`src/rtl/muldiv_if.sv`:
```
// Request/response bundle for the multiply/divide unit: operation request,
// MTHI/MTLO writes, status and the HI/LO result registers.
interface muldiv_if;
  logic        start;
  logic [1:0]  op;
  logic [31:0] a;
  logic [31:0] b;
  logic        hi_we;
  logic        lo_we;
  logic [31:0] wdata;
  logic        busy;
  logic        done;
  logic        dz;
  logic [31:0] hi;
  logic [31:0] lo;

  modport master (
    output start, op, a, b, hi_we, lo_we, wdata,
    input  busy, done, dz, hi, lo
  );

  modport slave (
    input  start, op, a, b, hi_we, lo_we, wdata,
    output busy, done, dz, hi, lo
  );
endinterface

```
`src/rtl/muldiv_ctrl.sv`:
```
// Iterative 32-bit MULT/MULTU/DIV/DIVU unit with HI/LO result registers.
// One shift-add or restoring shift-subtract step per RUN cycle, 32 steps.
module muldiv_ctrl (
  input  logic     clk,
  input  logic     rst,
  muldiv_if.slave  bus
);

  typedef enum logic [2:0] {IDLE, PREP, RUN, FIX, DONE} state_t;

  state_t      state, state_nx;
  logic [1:0]  op_r;
  logic [4:0]  cnt;
  logic [31:0] acc;      // partial product high half / partial remainder
  logic [31:0] quo;      // multiplier being consumed / dividend becoming quotient
  logic [31:0] opb;      // multiplicand / divisor magnitude
  logic        neg_res;
  logic        neg_rem;
  logic        dz_r;
  logic [31:0] hi_r, lo_r;

  logic        is_div, is_signed, divzero;
  logic [32:0] add_s, sub_s;
  logic [31:0] acc_nx, quo_nx;
  logic [31:0] a_abs, b_abs;
  logic [63:0] prod, prod_neg;
  logic [31:0] fix_hi, fix_lo;

  assign is_div    = op_r[1];
  assign is_signed = op_r[0];
  assign divzero   = bus.op[1] && (bus.b == '0);

  always_ff @(posedge clk) begin
    if (rst) state <= IDLE;
    else     state <= state_nx;
  end

  always_comb begin
    state_nx = state;
    case (state)
      IDLE:    if (bus.start) state_nx = divzero ? DONE : PREP;
      PREP:    state_nx = RUN;
      RUN:     if (cnt == 5'd31) state_nx = FIX;
      FIX:     state_nx = DONE;
      DONE:    state_nx = IDLE;
      default: state_nx = IDLE;
    endcase
  end

  // Restoring divide: the shifted remainder is < 2*divisor, so bit 32 of the
  // 33-bit difference is set exactly when the trial subtract underflows.
  always_comb begin
    add_s  = {1'b0, acc} + {1'b0, opb};
    sub_s  = {acc, quo[31]} - {1'b0, opb};
    acc_nx = acc;
    quo_nx = quo;
    if (is_div) begin
      if (!sub_s[32]) begin
        acc_nx = sub_s[31:0];
        quo_nx = {quo[30:0], 1'b1};
      end else begin
        acc_nx = {acc[30:0], quo[31]};
        quo_nx = {quo[30:0], 1'b0};
      end
    end else begin
      if (quo[0]) begin
        acc_nx = add_s[32:1];
        quo_nx = {add_s[0], quo[31:1]};
      end else begin
        acc_nx = {1'b0, acc[31:1]};
        quo_nx = {acc[0], quo[31:1]};
      end
    end
  end

  always_comb begin
    a_abs    = (is_signed && quo[31]) ? -quo : quo;
    b_abs    = (is_signed && opb[31]) ? -opb : opb;
    prod     = {acc, quo};
    prod_neg = -prod;
    fix_hi   = '0;
    fix_lo   = '0;
    if (is_div) begin
      fix_lo = neg_res ? -quo : quo;
      fix_hi = neg_rem ? -acc : acc;
    end else begin
      {fix_hi, fix_lo} = neg_res ? prod_neg : prod;
    end
  end

  always_ff @(posedge clk) begin
    if (rst) begin
      op_r    <= '0;
      cnt     <= '0;
      acc     <= '0;
      quo     <= '0;
      opb     <= '0;
      neg_res <= 1'b0;
      neg_rem <= 1'b0;
      dz_r    <= 1'b0;
      hi_r    <= '0;
      lo_r    <= '0;
    end else begin
      case (state)
        IDLE: begin
          if (bus.hi_we) hi_r <= bus.wdata;
          if (bus.lo_we) lo_r <= bus.wdata;
          if (bus.start) begin
            op_r <= bus.op;
            quo  <= bus.a;
            opb  <= bus.b;
            dz_r <= divzero;
          end
        end
        PREP: begin
          quo     <= a_abs;
          opb     <= b_abs;
          acc     <= '0;
          cnt     <= '0;
          neg_res <= is_signed && (quo[31] ^ opb[31]);
          neg_rem <= is_signed && quo[31];
        end
        RUN: begin
          acc <= acc_nx;
          quo <= quo_nx;
          cnt <= cnt + 5'd1;
        end
        FIX: begin
          hi_r <= fix_hi;
          lo_r <= fix_lo;
        end
        default: ;
      endcase
    end
  end

  assign bus.busy = (state != IDLE);
  assign bus.done = (state == DONE);
  assign bus.dz   = (state == DONE) && dz_r;
  assign bus.hi   = hi_r;
  assign bus.lo   = lo_r;

endmodule
```
`src/flat_wrapper.sv`:
```
// flat-port wrapper written by rule: the top's interface ports become plain ports
module muldiv_ctrl_flat 
  (clk, rst, bus_start, bus_op, bus_a, bus_b, bus_hi_we, bus_lo_we, bus_wdata, bus_busy, bus_done, bus_dz, bus_hi, bus_lo);
  muldiv_if bus_i ();
  input  logic clk;
  input  logic rst;
  input wire logic [$bits(bus_i.start)-1:0] bus_start;
  input wire logic [$bits(bus_i.op)-1:0] bus_op;
  input wire logic [$bits(bus_i.a)-1:0] bus_a;
  input wire logic [$bits(bus_i.b)-1:0] bus_b;
  input wire logic [$bits(bus_i.hi_we)-1:0] bus_hi_we;
  input wire logic [$bits(bus_i.lo_we)-1:0] bus_lo_we;
  input wire logic [$bits(bus_i.wdata)-1:0] bus_wdata;
  output wire logic [$bits(bus_i.busy)-1:0] bus_busy;
  output wire logic [$bits(bus_i.done)-1:0] bus_done;
  output wire logic [$bits(bus_i.dz)-1:0] bus_dz;
  output wire logic [$bits(bus_i.hi)-1:0] bus_hi;
  output wire logic [$bits(bus_i.lo)-1:0] bus_lo;
  assign bus_i.start = bus_start;
  assign bus_i.op = bus_op;
  assign bus_i.a = bus_a;
  assign bus_i.b = bus_b;
  assign bus_i.hi_we = bus_hi_we;
  assign bus_i.lo_we = bus_lo_we;
  assign bus_i.wdata = bus_wdata;
  assign bus_busy = bus_i.busy;
  assign bus_done = bus_i.done;
  assign bus_dz = bus_i.dz;
  assign bus_hi = bus_i.hi;
  assign bus_lo = bus_i.lo;
  muldiv_ctrl u_core (.clk(clk), .rst(rst), .bus(bus_i));
endmodule
```
`config.mk`:
```
export PLATFORM = sky130hd
export DESIGN_NAME = muldiv_ctrl_flat
export DESIGN_NICKNAME = d
export VERILOG_FILES = /design/src/rtl/muldiv_if.sv /design/src/rtl/muldiv_ctrl.sv /design/src/flat_wrapper.sv
export SDC_FILE = /design/constraint.sdc
export NUM_CORES = 1
export LEC_CHECK = 0
export CAP_MARGIN = 10
export CORE_MARGIN = 10
export CORE_UTILIZATION = 35
export DETAILED_ROUTE_END_ITERATION = 8
export PLACE_DENSITY = 0.64
export SETUP_SLACK_MARGIN = 0.15
export SYNTH_ARGS = -nofsm -noshare
export SYNTH_HDL_FRONTEND = slang
export SYNTH_SLANG_ARGS = --single-unit
```
`constraint.sdc`:
```
create_clock -name clk -period 3.58 [get_ports clk]
set_clock_uncertainty 0.2 [all_clocks]
set_input_delay 0.716 -clock clk [delete_from_list [all_inputs] [get_ports clk]]
set_output_delay 0.716 -clock clk [all_outputs]
set_load 0.02 [all_outputs]
```
# Word-level counts from Yosys, hierarchy flattened
# Cells that the tools add are included.
[op_classes]
mux = 27
add_sub_neg = 7
bitwise = 1
eq_ne = 11
reduce_logical = 18
[ops]
columns = ["operator", "n"]
rows = [
  ["two-way mux 32 bit", 15],
  ["one-hot mux 32 bit (2 select lines)", 4],
  ["negation 32 bit", 3],
  ["one-hot mux 32 bit (3 select lines)", 1],
  ["two-way mux 64 bit", 1],
  ["negation 64 bit", 1],
  ["adder 32 x 32 -> 33 bit", 1],
  ["subtractor 33 x 32 -> 33 bit", 1],
  ["logical NOT 32 bit", 1],
  ["one-hot mux 3 bit (4 select lines)", 1],
  ["one-hot mux 5 bit (2 select lines)", 1],
  ["two-way mux 3 bit", 3],
  ["AND reduction 2 bit", 4],
  ["equality test 3 x 2 -> 1 bit (second input constant)", 2],
  ["!= test 2 x 1 -> 1 bit (second input constant)", 3],
  ["!= test 2 bit (second input constant)", 3],
  ["AND reduction 3 bit", 2],
  ["nonzero test 2 bit", 3],
  ["nonzero test 3 bit", 2],
  ["adder 5 x 1 -> 5 bit (second input constant)", 1],
  ["equality test 5 bit (second input constant)", 1],
  ["logical AND 1 bit", 5],
  ["equality test 3 x 1 -> 1 bit (second input constant)", 1],
  ["equality test 3 bit (second input constant)", 1],
  ["3 further kinds", 3],
]
[totals]
out_inout_bits = 67
reg_bits = 173
elab_cells = 75
inputBits = 103

# Depth between registers and ports, before layout
# Gate-level depths: netlist (run 1).
[depth]
depth_word = 5
ltp_mapped = 15
depth_no_buf = 13

# Worst setup path after synthesis (run 1)
# No wires, ideal clock.
[synth_timing]
path_kind = "register -> register"
startpoint = "register u_core.quo[31]"
endpoint = "register u_core.acc[24]"
n_path_buf = 2
t_required_ps = 3258
path_stages_with_launch = 16
arrival_ps = 3283
period_less_slack_ps = 3605
path_slack_ps = -25
setup_ps = 122
path_cell_list = "dfxtp_1 clkbuf_1 inv_1 ha_1 fa_1 nor2b_1 o211ai_1 a31oi_1 a221o_1 a21oi_1 o22ai_1 xor2_2 buf_4 mux2i_1 nor2_1 a221o_1"
[synth_via]
elab_chain_cells = 4
[synth_rtl]
columns = ["item", "line", "rtl"]
rows = [
  ["start, declared", "muldiv_ctrl.sv:15", "logic [31:0] quo;"],
  ["start signal, assigned", "muldiv_ctrl.sv:110", "quo <= bus.a;"],
  ["start signal, assigned", "muldiv_ctrl.sv:116", "quo <= a_abs;"],
  ["start signal, assigned", "muldiv_ctrl.sv:125", "quo <= quo_nx;"],
  ["subtractor 33 x 32 -> 33 bit", "muldiv_ctrl.sv:54", "sub_s = {acc, quo[31]} - {1'b0, opb};"],
  ["two-way mux 32 bit", "muldiv_ctrl.sv:58", "if (!sub_s[32]) begin"],
  ["two-way mux 32 bit", "muldiv_ctrl.sv:57", "if (is_div) begin"],
  ["one-hot mux 32 bit (2 select lines)", "muldiv_ctrl.sv:104", "case (state)"],
  ["end signal, assigned", "muldiv_ctrl.sv:124", "acc <= acc_nx;"],
  ["end, declared", "muldiv_ctrl.sv:14", "logic [31:0] acc;"],
]
# No other way between the ends.
# A chain may end at the register's enable or synchronous reset.

# Worst setup path after layout (run 1)
[layout_timing]
startpoint = "register u_core.opb[2]"
endpoint = "register u_core.acc[24]"
[layout_via]
elab_chain_cells = 4
word_cells_on_any_way = 6
cone_classes = "add/sub: 2; mux: 4"
[layout_rtl]
columns = ["item", "line", "rtl"]
rows = [
  ["start, declared", "muldiv_ctrl.sv:16", "logic [31:0] opb;"],
  ["start signal, assigned", "muldiv_ctrl.sv:111", "opb <= bus.b;"],
  ["start signal, assigned", "muldiv_ctrl.sv:117", "opb <= b_abs;"],
  ["subtractor 33 x 32 -> 33 bit or adder 32 x 32 -> 33 bit (tied branches)", "muldiv_ctrl.sv:54, muldiv_ctrl.sv:53", ""],
  ["two-way mux 32 bit (on tied branches)", "muldiv_ctrl.sv:58, muldiv_ctrl.sv:66", ""],
  ["two-way mux 32 bit (*)", "muldiv_ctrl.sv:57", ""],
  ["one-hot mux 32 bit (2 select lines) (*)", "muldiv_ctrl.sv:104", ""],
]
# Every way passes the cells marked *; elsewhere a longest branch is shown, timed or not.

==> flow_metrics.py, run 1 <==
metrics = {
    "global_route": {
        "grt_pass1_vias": 14756,
        "grt_usage_pct": 22.3,
        "grt_pass1_wl_um": 89200,
        "grt_max_degree": 132,
        "antenna_found_initial": 0,
        "gr-total-overflow": 0,
    },
    "clock_tree": {
        "ctsLongestPathBuffers": 2,
        "cts_made_buffers": 17,
        "clk_latency_ps": 470,
        "cts_tree": "yes",
        "cts_hold_buf": 0,
        "clock-sinks": 173,
        "cts_htree_levels": 4,
        "clk_pin_slew_ps": 80,
        "clockRootBuffer": "clkbuf_16",
    },
    "floorplan": {
        "core_um2": 40900,
        "initial_core_util_pct": 35.5,
        "die_area_um2": 50000,
        "num_rows": 74,
        "ios": 170,
        "die_h_um": 224,
        "die_width_um": 224,
    },
    "timing": {
        "hold_viol": 0,
        "max_freq_ghz": 0.296,
        "timing.final.ws_setup_ps": 200,
        "fin_crit_ps": 3380,
        "finalCritPeriodShare_pct": 94.4,
        "worst_pin_slew_ps": 920,
        "relSlewSlack_pct": 38.4,
        "drv_slew": 0,
        "fin_setup_tns_ps": 0,
        "rsz0062_at_grt": "yes",
        "setup_viol": 0,
    },
    "setup_path": {
        "r2r_cells": 12,
        "crit_type": "flip-flop to flip-flop",
        "rrSetupSlack_ps": 200,
        "critPathMaxFanout": 5,
        "worst_setup_path_start_kind": "flip-flop",
        "crit_required_ps": 3740,
        "r2r_end": "u_core.acc[24]$_SDFFE_PP0N_",
        "r2r-start": "u_core.opb[2]$_SDFFE_PP0P_",
        "end_kind": "flip-flop",
        "cp.arrival_ps": 3540,
    },
    "final_layout": {
        "fin_util_pct": 44.8,
        "fin_nets": 2286,
        "layout-drive-gt1-share_pct": 12.8,
        "syn2layout_area_growth_pct": 26.4,
        "nFillCells": 4109,
        "diodes": 0,
    },
    "placed_design": {
        "io_buffers": 169,
        "gp_congestion": 0.958,
        "dp_worst_setup_slack_ps": 52.0,
        "dpl.hpwl_um": 45100,
    },
    "synth": {
        "netlist_top_cells_area": "dfxtp_1 (24%), mux2i_1 (8.8%), nor2_1 (6.2%)",
        "ys_ff_latch": 173,
        "synth_fp_nets": 2105,
        "yosysTopAreaCell": "dfxtp_1",
        "synth-async-reset-ratio_pct": 0,
        "avgSynthCellArea_um2": 7.52,
        "yosysSeqAreaShare_pct": 23.9,
        "synthFlopType": "dfxtp_1",
        "synthesis.area_um2": 14500,
        "synth_edf_count": 0,
        "ys_warn_count": 0,
        "netlist.area_leader.share_pct": 23.9,
        "synthDistinctLibCells": 89,
        "netlist_instances": 1931,
    },
    "run_status": {
        "outcome": "finished clean",
    },
    "power": {
        "p_leak_nw": 7.44,
        "combPwrFrac_pct": 41.6,
        "seqPwrFrac_pct": 31.6,
        "p_total_mw": 7.25,
        "irDropWorstVdd_v": 0.000272,
        "switching_share_pct": 39.2,
        "powerDensity_nw_per_um2": 395,
        "power_frac_clock_pct": 26.8,
        "power.internal_mw": 4.41,
        "p_switching_mw": 2.84,
    },
    "worst_hold_path": {
        "hp-start": "u_core.cnt[4]$_SDFFE_PP0N_",
        "hold_depth": 2,
        "holdPathEnd": "u_core.cnt[4]$_SDFFE_PP0N_",
        "hold_path_class": "flip-flop to flip-flop",
    },
    "run": {
        "maxCapViolations": 0,
    },
    "drt": {
        "drt_iter0_drc": 1537,
        "via_per_inst": 5.89,
        "final_antenna_net_count": 0,
        "vias": 15652,
        "drc_errors": 0,
        "first_pass_iters": 5,
        "wire_per_inst_um": 22.2,
        "wl_um": 58900,
    },
}
[layer usage]
layer,wire [µm],GRT usage [%],vias up
met4,1540,7.08,0
met2,27800,37.1,548
met3,3430,3.52,76
li1,-,-,7458
met1,26100,28.9,7570
met5,0,0,-
[worst max path at each step]
stage,from,endpoint,slack [ps],cells past startpoint
3_3_place_gp,u_core.opb[5]$_SDFFE_PP0P_,u_core.acc[27]$_SDFFE_PP0N_,100,13
4_1_cts,u_core.opb[5]$_SDFFE_PP0P_,u_core.acc[27]$_SDFFE_PP0N_,140,13
5_1_grt,u_core.quo[31]$_SDFFE_PP0P_,u_core.acc[24]$_SDFFE_PP0N_,60,15
2_1_floorplan,u_core.quo[31]$_SDFFE_PP0P_,u_core.acc[24]$_SDFFE_PP0N_,160,15
3_5_place_dp,u_core.opb[5]$_SDFFE_PP0P_,u_core.acc[27]$_SDFFE_PP0N_,50,13
6_report,u_core.opb[2]$_SDFFE_PP0P_,u_core.acc[24]$_SDFFE_PP0N_,200,12
[power groups by stage]
stage	registers (mW)	logic, mW	clock network [mW]
after floorplan	2.32	1.79	0
after global placement	2.32	2.79	0
after detailed placement	2.33	2.81	0
after CTS	2.28	2.84	1.97
after global routing	2.31	3.26	2.04
final	2.29	3.01	1.95
[layout make-up]
| cell class | count | area, µm² | area share [%] |
|---|---|---|---|
| Multi-Input combinational cell | 1540 | 10500 | 57.0 |
| Inverter | 60 | 225 | 1.23 |
| Tap cell | 532 | 666 | 3.63 |
| Sequential cell | 173 | 3490 | 19.0 |
| Clock buffer | 21 | 450 | 2.46 |
| Clock inverter | 11 | 123 | 0.668 |
| Timing Repair Buffer | 320 | 2940 | 16.0 |
[flip-flops by register name, summed over array words and instances (netlist names), 2 cells and up]
| register | flops |
|---|---|
| u_core.bus.lo | 32 |
| u_core.state | 3 |
| u_core.bus.hi | 32 |
| u_core.acc | 32 |
| u_core.op_r | 2 |
| u_core.cnt | 5 |
| u_core.opb | 32 |
| u_core.quo | 32 |
[kinds of logic (layout without fill, tap and decap cells)]
family	Yosys count	count (layout)	share of synthesized area (%)
fa+ha+maj	71	71	6.22
flops	173	173	23.9
compound gates	600	600	27.5
mux	132	132	9.14
xor+xnor	110	110	6.69
buf+inv	218	412	5.89
simple gates	627	627	20.7
[through the flow]
step	cells	area, µm²	hold slack, ps
2_1_floorplan	1931	14500	252
3_3_place_gp	2604	17400	268
3_5_place_dp	2604	17400	296
4_1_cts	2637	18000	316
5_1_grt	2657	18300	351
6_report	2657	18300	312
[critical path, stage by stage (launching register included)]
cell      delay, ps
dfxtp_4         370
ha_1            310
nand3_1          80
o211ai_1        330
a211o_1         250
nor3_2           60
o31a_1          350
o41ai_2         290
buf_4           220
a31oi_1         100
xnor2_1         140
mux2_2          260
a221o_1         290
[Yosys cell counts, drive strengths merged, types with 24 or more instances]
library cell  instances
a211oi               80
a21o                 33
a21oi               131
a221o                24
a22oi                40
buf                  29
clkbuf              129
dfxtp               173
ha                   69
inv                  60
mux2i               127
nand2               145
nand3                29
nor2                239
nor3                 52
o21ai               142
or3                  26
xnor2                73
xor2                 37
[placed cells by master, fill, tap and decap left out, types with 58 or more instances in the layout]
| cell | Yosys | routed |
|---|---|---|
| dfxtp_1 | 173 | 163 |
| buf_4 | 2 | 137 |
| mux2i_1 | 127 | 125 |
| ha_1 | 69 | 63 |
| nor2_1 | 238 | 237 |
| xnor2_1 | 73 | 73 |
| a211oi_1 | 80 | 79 |
| clkdlybuf4s50_1 | 0 | 168 |
| inv_1 | 60 | 58 |
| nand2_1 | 145 | 145 |
| a21oi_1 | 131 | 127 |
| o21ai_0 | 128 | 120 |
[timing repair]
action                     CTS  global route
setup endpoints to repair   18            43
buffers inserted             1            20
pin swaps                    6            22
resized for setup            7            65
Note: power is estimated with default switching activity, not from simulation.
==> inputs of run 2 (changes only) <==
ABC_AREA = 1   (was not set)
CORE_UTILIZATION = 45   (was 35)
PLACE_DENSITY = 0.76   (was 0.64)
SETUP_SLACK_MARGIN = not set   (was 0.15)
==> run 2 against run 1 <==
Effect of this change:
- utilization is 8.4 points higher
- routed wire length is 37% higher
- critical endpoint is now u_core.acc[21]$_SDFFE_PP0N_
- non-clock buffer count shrank 87
- the run now ends with DRC left
- combinational power rose by 75%
- register-to-register slack gained 150 ps
- maximum frequency up 4.7%
==> flow_metrics.py, run 2 <==
metrics = {
    "run_status": {
        "outcome": "finished with violations",
        "violations": "DRC",
    },
    "global_route": {
        "grt_max_degree": 74,
        "antenna_found_initial": 2,
        "grt_use_met1_pct": 46.8,
        "grt_pass1_vias": 19174,
        "grt_usage_pct": 35.0,
        "gr-total-overflow": 0,
        "met2_usage_pct": 51.7,
        "met3_usage_pct": 10.8,
        "top_usage_layer": "met2",
        "grt_pass1_wl_um": 119000,
    },
    "power": {
        "seqPwrFrac_pct": 26.2,
        "p_switching_mw": 4.93,
        "p_total_mw": 9.77,
        "p_leak_nw": 9.01,
        "switching_share_pct": 50.4,
        "power.internal_mw": 4.85,
        "irDropWorstVdd_v": 0.000353,
        "combPwrFrac_pct": 53.8,
        "powerDensity_nw_per_um2": 504,
        "power_frac_clock_pct": 20.0,
    },
    "floorplan": {
        "core_um2": 36400,
        "ios": 170,
        "die_h_um": 212,
        "die_area_um2": 44800,
        "die_width_um": 212,
        "initial_core_util_pct": 45.3,
        "num_rows": 70,
    },
    "synth": {
        "ys_warn_count": 0,
        "ys_top_cells_by_count": "nand2_1 (842), inv_1 (386), a21oi_1 (312)",
        "netlist_instances": 2915,
        "netlist.area_leader.share_pct": 21.0,
        "synthFlopType": "dfxtp_1",
        "yosysTopAreaCell": "dfxtp_1",
        "ys_ff_latch": 173,
        "synthesis.area_um2": 16500,
        "netlist_top_cells_area": "dfxtp_1 (21%), nand2_1 (19%), a21oi_1 (9.5%)",
        "synth-async-reset-ratio_pct": 0,
        "synth_most_common_cell": "nand2_1",
        "yosysSeqAreaShare_pct": 21.0,
        "synth_fp_nets": 3089,
        "synth_edf_count": 0,
        "synthDistinctLibCells": 47,
        "avgSynthCellArea_um2": 5.67,
    },
    "setup_path": {
        "cp.arrival_ps": 3400,
        "crit_type": "flip-flop to flip-flop",
        "end_kind": "flip-flop",
        "critPathMaxFanout": 18,
        "crit_path_max_incr_delay_ps": 460,
        "critPathMostFrequentCell": "nand2_1",
        "crit_path_cell_trace": "inv_1 > ha_1 > nand2_1 > nor2_2 > inv_1 > nor2_1 > nand2_1 > nand2_1 > nand2_1 > nand2_1 > nand2_2 > nand2_2 > buf_4 > nand3_1 > nand3_1 > nand2_1 > a21oi_1",
        "cp_slowest_cell": "dfxtp_1",
        "worst_setup_path_start_kind": "flip-flop",
        "crit_required_ps": 3760,
    },
    "final_layout": {
        "multi_input_area_um2": 11100,
        "syn2layout_area_growth_pct": 17.4,
        "mostFrequentLayoutCell": "nand2_1",
        "stdcell_area_um2": 19400,
        "fin_nets": 3216,
        "layout-drive-gt1-share_pct": 4.84,
        "fin_util_pct": 53.2,
        "final-seq-area_um2": 3470,
        "nFillCells": 3844,
        "final_cell_mix": "nand2_1 (841), inv_1 (382), a21oi_1 (312), nand3_1 (263), o21ai_0 (236)",
    },
    "drt": {
        "vias": 20949,
        "wire_per_inst_um": 22.9,
        "wl_um": 80800,
        "first_pass_iters": 9,
        "drc_errors": 9,
        "via_per_inst": 5.94,
        "drt_iter0_drc": 2738,
        "final_antenna_net_count": 0,
    },
    "placed_design": {
        "place_area_um2": 18800,
        "io_buffers": 169,
        "dpl.hpwl_um": 64400,
        "gp_congestion": 1.04,
    },
    "timing": {
        "hold_viol": 0,
        "worst_pin_slew_ps": 808,
        "relSlewSlack_pct": 45.7,
        "rsz0062_at_grt": "no",
        "setup_viol": 0,
        "fin_crit_ps": 3230,
        "max_freq_ghz": 0.310,
        "drv_slew": 0,
        "finalCritPeriodShare_pct": 90.2,
        "hold_ws_ps": 271,
        "fin_setup_tns_ps": 0,
    },
    "run": {
        "maxCapViolations": 0,
    },
    "clock_tree": {
        "post_cts_resized": 0,
        "clockRootBuffer": "clkbuf_16",
        "cts_made_buffers": 17,
        "clk_latency_ps": 460,
        "cts_setup_buffers": 0,
        "clock-sinks": 173,
        "cts_hold_buf": 0,
        "cts_htree_levels": 4,
        "clk_pin_slew_ps": 80,
        "cts_tree": "yes",
        "ctsLongestPathBuffers": 2,
    },
    "worst_hold_path": {
        "hold_path_class": "flip-flop to flip-flop",
    },
}
==> run 2: cell types whose count changed after synthesis, sizes merged, moves of 40 or more <==
cell and change:
nand2 +699, a211oi -77, mux2i -127, inv +330, nand3 +235, a21oi +181, xnor2 -66, o21ai +99
a22oi -40
==> run 2: kinds of logic after synthesis <==
family                     synth area share (%)
buffers and inverters                      12.0
xor gates and xnor gates                   2.70
AOI/OAI and AO/OA                          21.6
and+or+nand+nor                            37.3
DFF                                        21.0
adders and majority gates                  5.47
==> run 2: power groups by stage <==
stage / clock network [mW] / registers (mW) / logic, mW
after floorplan: 0 / 2.60 / 3.23
after global placement: 0 / 2.57 / 5.08
after detailed placement: 0 / 2.58 / 5.09
after CTS: 1.95 / 2.54 / 5.11
after global routing: 2.02 / 2.59 / 5.73
final: 1.95 / 2.56 / 5.26
==> run 2: worst paths after layout <==
check	from	to	slack, ps	cells after the start
setup / recovery	u_core.opb[15]$_SDFFE_PP0P_	u_core.acc[21]$_SDFFE_PP0N_	350	17
hold / removal	u_core.cnt[3]$_SDFFE_PP0N_	u_core.cnt[3]$_SDFFE_PP0N_	270	1
setup reg to reg	u_core.opb[15]$_SDFFE_PP0P_	u_core.acc[21]$_SDFFE_PP0N_	350	17
hold reg to reg	u_core.cnt[3]$_SDFFE_PP0N_	u_core.cnt[3]$_SDFFE_PP0N_	270	1
==> run 2: layout make-up <==
class / instances / share of cell area (%)
multi-input cells: 2226 / 57.1
well taps: 468 / 3.02
flip-flops and latches: 173 / 17.9
inverters: 391 / 7.57
clock buffers: 19 / 2.28
repair buffers: 233 / 11.4
clock inverters: 13 / 0.677
diodes: 3 / 0.0387
==> run 2: worst max-delay path: cells and delay by family (launching register included) <==
family / cells / cell delay (ps)
AOI/OAI and AO/OA: 1 / 140
adders and majority gates: 1 / 430
buffers and inverters: 3 / 570
DFF: 1 / 460
and+or+nand+nor: 12 / 1330
==> run 2: per-layer routing <==
metal  wire, µm  vias up
met2      34000     1222
li1           -     9855
met3       9620      138
met5         14        -
met1      34600     9732
met4       2560        2
==> run 2: through the flow <==
stage	std cells	setup WS [ps]
4_1_cts	3523	377
2_1_floorplan	2915	819
6_report	3526	352
3_3_place_gp	3491	510
5_1_grt	3523	175
3_5_place_dp	3491	466
